**config.mk**
```make
export PLATFORM = sky130hd
export DESIGN_NAME = ps2_host_ctrl
export DESIGN_NICKNAME = d
export VERILOG_FILES = /design/src/rtl/ps2_host_ctrl.sv
export SDC_FILE = /design/constraint.sdc
export NUM_CORES = 1
export LEC_CHECK = 0
export ABC_CLOCK_PERIOD_IN_PS = 3200
export CAP_MARGIN = 20
export CELL_PAD_IN_SITES_DETAIL_PLACEMENT = 2
export CELL_PAD_IN_SITES_GLOBAL_PLACEMENT = 2
export CORE_ASPECT_RATIO = 1.75
export CORE_MARGIN = 1.5
export CORE_UTILIZATION = 37
export CTS_CLUSTER_SIZE = 8
export DETAILED_ROUTE_END_ITERATION = 10
export DONT_BUFFER_PORTS = 1
export PLACE_DENSITY_LB_ADDON = 0.1
export SLEW_MARGIN = 10
export SYNTH_ARGS = -nofsm -noshare
export SYNTH_HDL_FRONTEND = slang
export SYNTH_SLANG_ARGS = --single-unit
```
**constraint.sdc**
```tcl
create_clock -name clk -period 3.2 [get_ports clk]
set_clock_uncertainty 0.15 [all_clocks]
set_input_delay 0.64 -clock clk [delete_from_list [all_inputs] [get_ports clk]]
set_output_delay 0.64 -clock clk [all_outputs]
set_load 0.05 [all_outputs]
```
**src/rtl/ps2_host_ctrl.sv**
```systemverilog
// PS/2 host line controller: receives device frames and sends host commands over one clock/data pair.
// Optional build macro PS2_HOST_ACK_WAIT_EN: after a line ACK, wait for the device's 0xFA/0xFE reply.
module ps2_host_ctrl #(
    parameter int unsigned INHIBIT_CYCLES = 10000,
    parameter int unsigned TIMEOUT_CYCLES = 2000000
) (
    input  logic       clk,
    input  logic       reset,
    input  logic       keyb_clk_in,
    input  logic       keyb_data_in,
    output logic       keyb_clk_oe,
    output logic       keyb_data_oe,
    input  logic       cmd_valid,
    input  logic [7:0] cmd_byte,
    output logic       cmd_ready,
    output logic       rx_valid,
    output logic [7:0] rx_byte,
    output logic       rx_err,
    output logic       tx_done,
    output logic       tx_err
);

`ifdef PS2_HOST_ACK_WAIT_EN
    localparam logic ACK_WAIT = 1'b1;
`else
    localparam logic ACK_WAIT = 1'b0;
`endif

    typedef enum logic [2:0] {
        S_IDLE,
        S_RX,
        S_INHIBIT,
        S_RTS,
        S_TX,
        S_TX_ACK,
        S_ACK_REL,
        S_WAIT_RESP
    } state_t;

    state_t      state_q, state_d;
    logic        clk_s1_q, clk_s2_q, clk_prev_q;
    logic        data_s1_q, data_s2_q;
    logic [3:0]  bit_cnt_q, bit_cnt_d;
    logic [31:0] cnt_q, cnt_d;
    logic [8:0]  rx_sh_q, rx_sh_d;
    logic [8:0]  tx_sh_q, tx_sh_d;
    logic [7:0]  rx_byte_q, rx_byte_d;
    logic        resp_q, resp_d;
    logic        clk_oe_q, clk_oe_d;
    logic        data_oe_q, data_oe_d;
    logic        rx_valid_q, rx_valid_d;
    logic        rx_err_q, rx_err_d;
    logic        tx_done_q, tx_done_d;
    logic        tx_err_q, tx_err_d;

    logic        fe;
    logic        rx_start;
    logic        timed;
    logic [9:0]  frame;
    logic        frame_ok;

    // Lines idle high, so the synchronisers reset to 1 to avoid a false edge after reset.
    always_ff @(posedge clk) begin
        if (!reset) begin
            clk_s1_q   <= 1'b1;
            clk_s2_q   <= 1'b1;
            clk_prev_q <= 1'b1;
            data_s1_q  <= 1'b1;
            data_s2_q  <= 1'b1;
        end else begin
            clk_s1_q   <= keyb_clk_in;
            clk_s2_q   <= clk_s1_q;
            clk_prev_q <= clk_s2_q;
            data_s1_q  <= keyb_data_in;
            data_s2_q  <= data_s1_q;
        end
    end

    assign fe       = clk_prev_q & ~clk_s2_q;
    assign rx_start = fe & ~data_s2_q;

    // cmd_valid/cmd_ready: the byte moves on a rising clk edge where both are high; cmd_ready
    // is withheld in the cycle a device start bit is seen, so reception wins and the command waits.
    assign cmd_ready = reset & (state_q == S_IDLE) & ~rx_start;

    assign frame    = {data_s2_q, rx_sh_q};
    assign frame_ok = (^frame[8:0]) & frame[9];
    assign timed    = (state_q != S_IDLE) && (state_q != S_INHIBIT);

    always_comb begin
        state_d    = state_q;
        bit_cnt_d  = bit_cnt_q;
        cnt_d      = cnt_q;
        rx_sh_d    = rx_sh_q;
        tx_sh_d    = tx_sh_q;
        rx_byte_d  = rx_byte_q;
        resp_d     = resp_q;
        clk_oe_d   = clk_oe_q;
        data_oe_d  = data_oe_q;
        rx_valid_d = 1'b0;
        rx_err_d   = 1'b0;
        tx_done_d  = 1'b0;
        tx_err_d   = 1'b0;

        if (timed) begin
            cnt_d = fe ? 32'd0 : cnt_q + 32'd1;
        end

        case (state_q)
            S_IDLE: begin
                clk_oe_d  = 1'b0;
                data_oe_d = 1'b0;
                if (rx_start) begin
                    state_d   = S_RX;
                    bit_cnt_d = 4'd0;
                    cnt_d     = 32'd0;
                    resp_d    = 1'b0;
                end else if (cmd_valid && cmd_ready) begin
                    tx_sh_d  = {~^cmd_byte, cmd_byte};
                    state_d  = S_INHIBIT;
                    cnt_d    = 32'd0;
                    clk_oe_d = 1'b1;
                end
            end
            S_RX: begin
                if (fe) begin
                    rx_sh_d   = frame[9:1];
                    bit_cnt_d = bit_cnt_q + 4'd1;
                    if (bit_cnt_q == 4'd9) begin
                        state_d = S_IDLE;
                        resp_d  = 1'b0;
                        if (resp_q) begin
                            tx_done_d = frame_ok & (frame[7:0] == 8'hFA);
                            tx_err_d  = ~(frame_ok & (frame[7:0] == 8'hFA));
                        end else if (frame_ok) begin
                            rx_byte_d  = frame[7:0];
                            rx_valid_d = 1'b1;
                        end else begin
                            rx_err_d = 1'b1;
                        end
                    end
                end
            end
            S_INHIBIT: begin
                cnt_d = cnt_q + 32'd1;
                if (cnt_q == INHIBIT_CYCLES - 2) begin
                    data_oe_d = 1'b1;
                end
                if (cnt_q == INHIBIT_CYCLES - 1) begin
                    state_d  = S_RTS;
                    clk_oe_d = 1'b0;
                    cnt_d    = 32'd0;
                end
            end
            S_RTS: begin
                // The device's first falling edge asks for data bit 0.
                if (fe) begin
                    data_oe_d = ~tx_sh_q[0];
                    tx_sh_d   = {1'b1, tx_sh_q[8:1]};
                    bit_cnt_d = 4'd1;
                    state_d   = S_TX;
                end
            end
            S_TX: begin
                // A 1 is shifted in behind the parity bit, so bit 9 releases data as the stop bit.
                if (fe) begin
                    data_oe_d = ~tx_sh_q[0];
                    tx_sh_d   = {1'b1, tx_sh_q[8:1]};
                    bit_cnt_d = bit_cnt_q + 4'd1;
                    if (bit_cnt_q == 4'd9) begin
                        state_d = S_TX_ACK;
                    end
                end
            end
            S_TX_ACK: begin
                if (fe) begin
                    if (!data_s2_q) begin
                        state_d = S_ACK_REL;
                    end else begin
                        state_d  = S_IDLE;
                        tx_err_d = 1'b1;
                    end
                end
            end
            S_ACK_REL: begin
                if (clk_s2_q && data_s2_q) begin
                    if (ACK_WAIT) begin
                        state_d = S_WAIT_RESP;
                        cnt_d   = 32'd0;
                    end else begin
                        state_d   = S_IDLE;
                        tx_done_d = 1'b1;
                    end
                end
            end
            S_WAIT_RESP: begin
                if (fe) begin
                    if (!data_s2_q) begin
                        state_d   = S_RX;
                        bit_cnt_d = 4'd0;
                        resp_d    = 1'b1;
                    end else begin
                        state_d  = S_IDLE;
                        tx_err_d = 1'b1;
                    end
                end
            end
            default: begin
                state_d = S_IDLE;
            end
        endcase

        if (timed && !fe && (cnt_q == TIMEOUT_CYCLES - 1)) begin
            state_d    = S_IDLE;
            clk_oe_d   = 1'b0;
            data_oe_d  = 1'b0;
            cnt_d      = 32'd0;
            resp_d     = 1'b0;
            rx_valid_d = 1'b0;
            tx_done_d  = 1'b0;
            rx_err_d   = (state_q == S_RX) && !resp_q;
            tx_err_d   = !((state_q == S_RX) && !resp_q);
        end
    end

    always_ff @(posedge clk) begin
        if (!reset) begin
            state_q    <= S_IDLE;
            bit_cnt_q  <= 4'd0;
            cnt_q      <= 32'd0;
            rx_sh_q    <= 9'd0;
            tx_sh_q    <= 9'd0;
            rx_byte_q  <= 8'h00;
            resp_q     <= 1'b0;
            clk_oe_q   <= 1'b0;
            data_oe_q  <= 1'b0;
            rx_valid_q <= 1'b0;
            rx_err_q   <= 1'b0;
            tx_done_q  <= 1'b0;
            tx_err_q   <= 1'b0;
        end else begin
            state_q    <= state_d;
            bit_cnt_q  <= bit_cnt_d;
            cnt_q      <= cnt_d;
            rx_sh_q    <= rx_sh_d;
            tx_sh_q    <= tx_sh_d;
            rx_byte_q  <= rx_byte_d;
            resp_q     <= resp_d;
            clk_oe_q   <= clk_oe_d;
            data_oe_q  <= data_oe_d;
            rx_valid_q <= rx_valid_d;
            rx_err_q   <= rx_err_d;
            tx_done_q  <= tx_done_d;
            tx_err_q   <= tx_err_d;
        end
    end

    assign keyb_clk_oe  = clk_oe_q;
    assign keyb_data_oe = data_oe_q;
    assign rx_valid     = rx_valid_q;
    assign rx_byte      = rx_byte_q;
    assign rx_err       = rx_err_q;
    assign tx_done      = tx_done_q;
    assign tx_err       = tx_err_q;

endmodule

```
==> flow_metrics.env <==
export IMPL_multiInputGateArea_sq_um=2580
export IMPL_dpl_worst_slack_ns=0.541
export IMPL_yosysSeqAreaShare_pct=35.4
export IMPL_mostFrequentLayoutCells="77 x dfxtp_1, 47 x nand2_1, 32 x a21oi_1"
export IMPL_synth_area_leaders="dfxtp_1 35%, mux2i_1 5.5%, nand2_1 4.0%"
export IMPL_crit_path_end_kind="register"
export IMPL_ant_nets=0
export IMPL_io_buffer_count=0
export IMPL_drive_gt1_share_pct=9.09
export IMPL_p_leak_nw=1.73
export IMPL_synth_nets=545
export IMPL_antenna_found_initial=0
export IMPL_synthArstFlopShare_pct=0
export IMPL_first_iter_violations=141
export IMPL_dp_cells=636
export IMPL_finalHoldViolations=0
export IMPL_dr_pass1_iters=4
export IMPL_p_per_area_nw_per_um2=608
export IMPL_fin_setup_tns_ns=0
export IMPL_grt_max_degree=53
export IMPL_final_common_cell="dfxtp_1"
export IMPL_final_core_util_pct=41.7
export IMPL_wirelength_mm=14.1
export IMPL_busiest_layer="met2"
export IMPL_grt_pass1_vias=4491
export IMPL_pin_count=28
export IMPL_grt_pass1_wl_mm=23.1
export IMPL_yosysWarnings=0
export IMPL_hold_path_class="primary input to register"
export IMPL_finalWeightedCongestion=0.796
export IMPL_postCtsHoldBufs=0
export IMPL_relSlewSlack_pct=41.8
export IMPL_diodes=0
export IMPL_ys_flop_type="dfxtp_1"
export IMPL_setup_viol=0
export IMPL_track_usage_pct=23.8
export IMPL_slew_viol_final=0
export IMPL_core_area_sq_um=11500
export IMPL_final_cells=652
export IMPL_syn_to_final_growth_pct=10.3
export IMPL_yosysTopAreaCellShare_pct=35.4
export IMPL_cts_tree="done"
export IMPL_drc=0
export IMPL_fmax_mhz=367
export IMPL_vias=4090
export IMPL_worst_slack_ns=0.473
export IMPL_synth_edf_count=0
export IMPL_cts_resized=0
export IMPL_period_minus_slack_ns=2.73
export IMPL_path_clk_slew_ns=0.06
export IMPL_cts_sinks=77
export IMPL_grt_use_met1_pct=22.4
export IMPL_die_h_um=147
export IMPL_worst_pin_slew_ns=0.865
export IMPL_cts_htree_levels=3
export IMPL_synth_top_cell_by_area="dfxtp_1"
export IMPL_postCtsSetupRepairBufs=0
export IMPL_start_util_pct=37.8
export IMPL_overflow=0
export IMPL_synthCells=524
export IMPL_met2_usage_pct=46.0
export IMPL_required_ns=3.27
export IMPL_die_area_sq_um=12500
export IMPL_final_nets=533
export IMPL_synth_area_sq_um=4360
export IMPL_cp_max_fo=9
export IMPL_routedWlPerCell_um=21.7
export IMPL_post_dp_hpwl_mm=10.4
export IMPL_cts_root_buf="clkbuf_16"
export IMPL_status="finished clean"
export IMPL_cp_start_kind="register"
export IMPL_regArea_sq_um=1540
export IMPL_use_met3_pct=3.73
export IMPL_drt_vias_per_instance=6.27
export IMPL_min_period_over_period_pct=85.2
export IMPL_crit_arrival_ns=2.80
export IMPL_synth_cell_types=64
export IMPL_clock_latency_ns=0.34
export IMPL_rsz0062_at_grt="no"
export IMPL_ir_drop_mv=0.393
export IMPL_clockBufferDepth=2
export IMPL_cts_buffers=9
export IMPL_die_w_um=85.0
export IMPL_fillerInstances=1302
export IMPL_ys_seq_elements=77
export IMPL_maxCapViolations=0
export IMPL_worstSetupPathType="register to register"
export IMPL_postSynthAreaPerCell_sq_um=8.31
export IMPL_rows=52
==> critical path: stages (launching register included) <==
cell	delay, ns
dfxtp_1	0.42
nor4_4	0.39
nand4_1	0.36
nor4_1	0.82
buf_4	0.26
o31a_1	0.14
o22ai_1	0.07
==> sequential cells by signal, summed over array words and instances (netlist names), 3 cells and up <==
name,count
rx_sh_q,9
bit_cnt_q,4
tx_sh_q,9
cnt_q,32
rx_byte,8
state_q,3
==> cells by family after synthesis <==
family / Yosys count / synth area share, %
AND/OR/NAND/NOR: 228 / 29.4
AO/OA/AOI/OAI: 122 / 19.3
flip-flops: 77 / 35.4
buffers and inverters: 54 / 5.63
multiplexers: 24 / 5.51
XOR/XNOR: 11 / 2.53
adder cells (fa/ha/maj): 8 / 2.30
==> synthesized netlist by cell type (all sizes together) (8+ instances only) <==
master / instances
nand2: 47
mux2i: 24
nor2b: 20
buf: 19
o211a: 8
inv: 12
clkbuf: 23
nor2: 25
a21oi: 33
xnor2: 8
dfxtp: 77
o32ai: 8
nor3: 19
o21ai: 11
or4: 10
nand2b: 9
nand3: 31
nand4: 22
nor4: 8
ha: 8
a31oi: 20
==> routing by layer <==
metal | vias up | routed length [um]
met5 | - | 0
met3 | 42 | 351
met1 | 2053 | 4980
met2 | 68 | 8000
met4 | 0 | 808
li1 | 1927 | -
==> worst paths after layout <==
kind,start,end,slack (ns),cells past startpoint
min,reset,clk_s2_q,0.22,1
max reg2reg,cnt_q[25],cnt_q[14],0.47,6
min reg2reg,clk_s1_q,clk_s2_q,0.26,1
max,cnt_q[25],cnt_q[14],0.47,6
==> power breakdown <==
part	internal (W)	switching (W)	leakage, nW
clock	0.000632	0.000435	0.153
combinational	0.000257	0.000527	0.957
sequential	0.00101	0.0000643	0.623
==> per-stage QoR <==
stage	instance area, sq um	power [W]	hold WS (ns)
floorplan	4360	0.00161	0.236
global placement	4490	0.00185	0.246
detailed placement	4490	0.00187	0.248
CTS	4800	0.00295	0.215
global route	4800	0.00306	0.211
finish	4800	0.00292	0.222
==> final cells by class <==
class | count | share of cell area, %
multi-input combinational | 393 | 53.8
sequential | 77 | 32.1
clock buffer | 10 | 4.98
tap | 135 | 3.52
timing repair buffer | 19 | 3.23
clock inverter | 6 | 1.46
inverter | 12 | 0.938
Power figures use the tool's default switching activity.
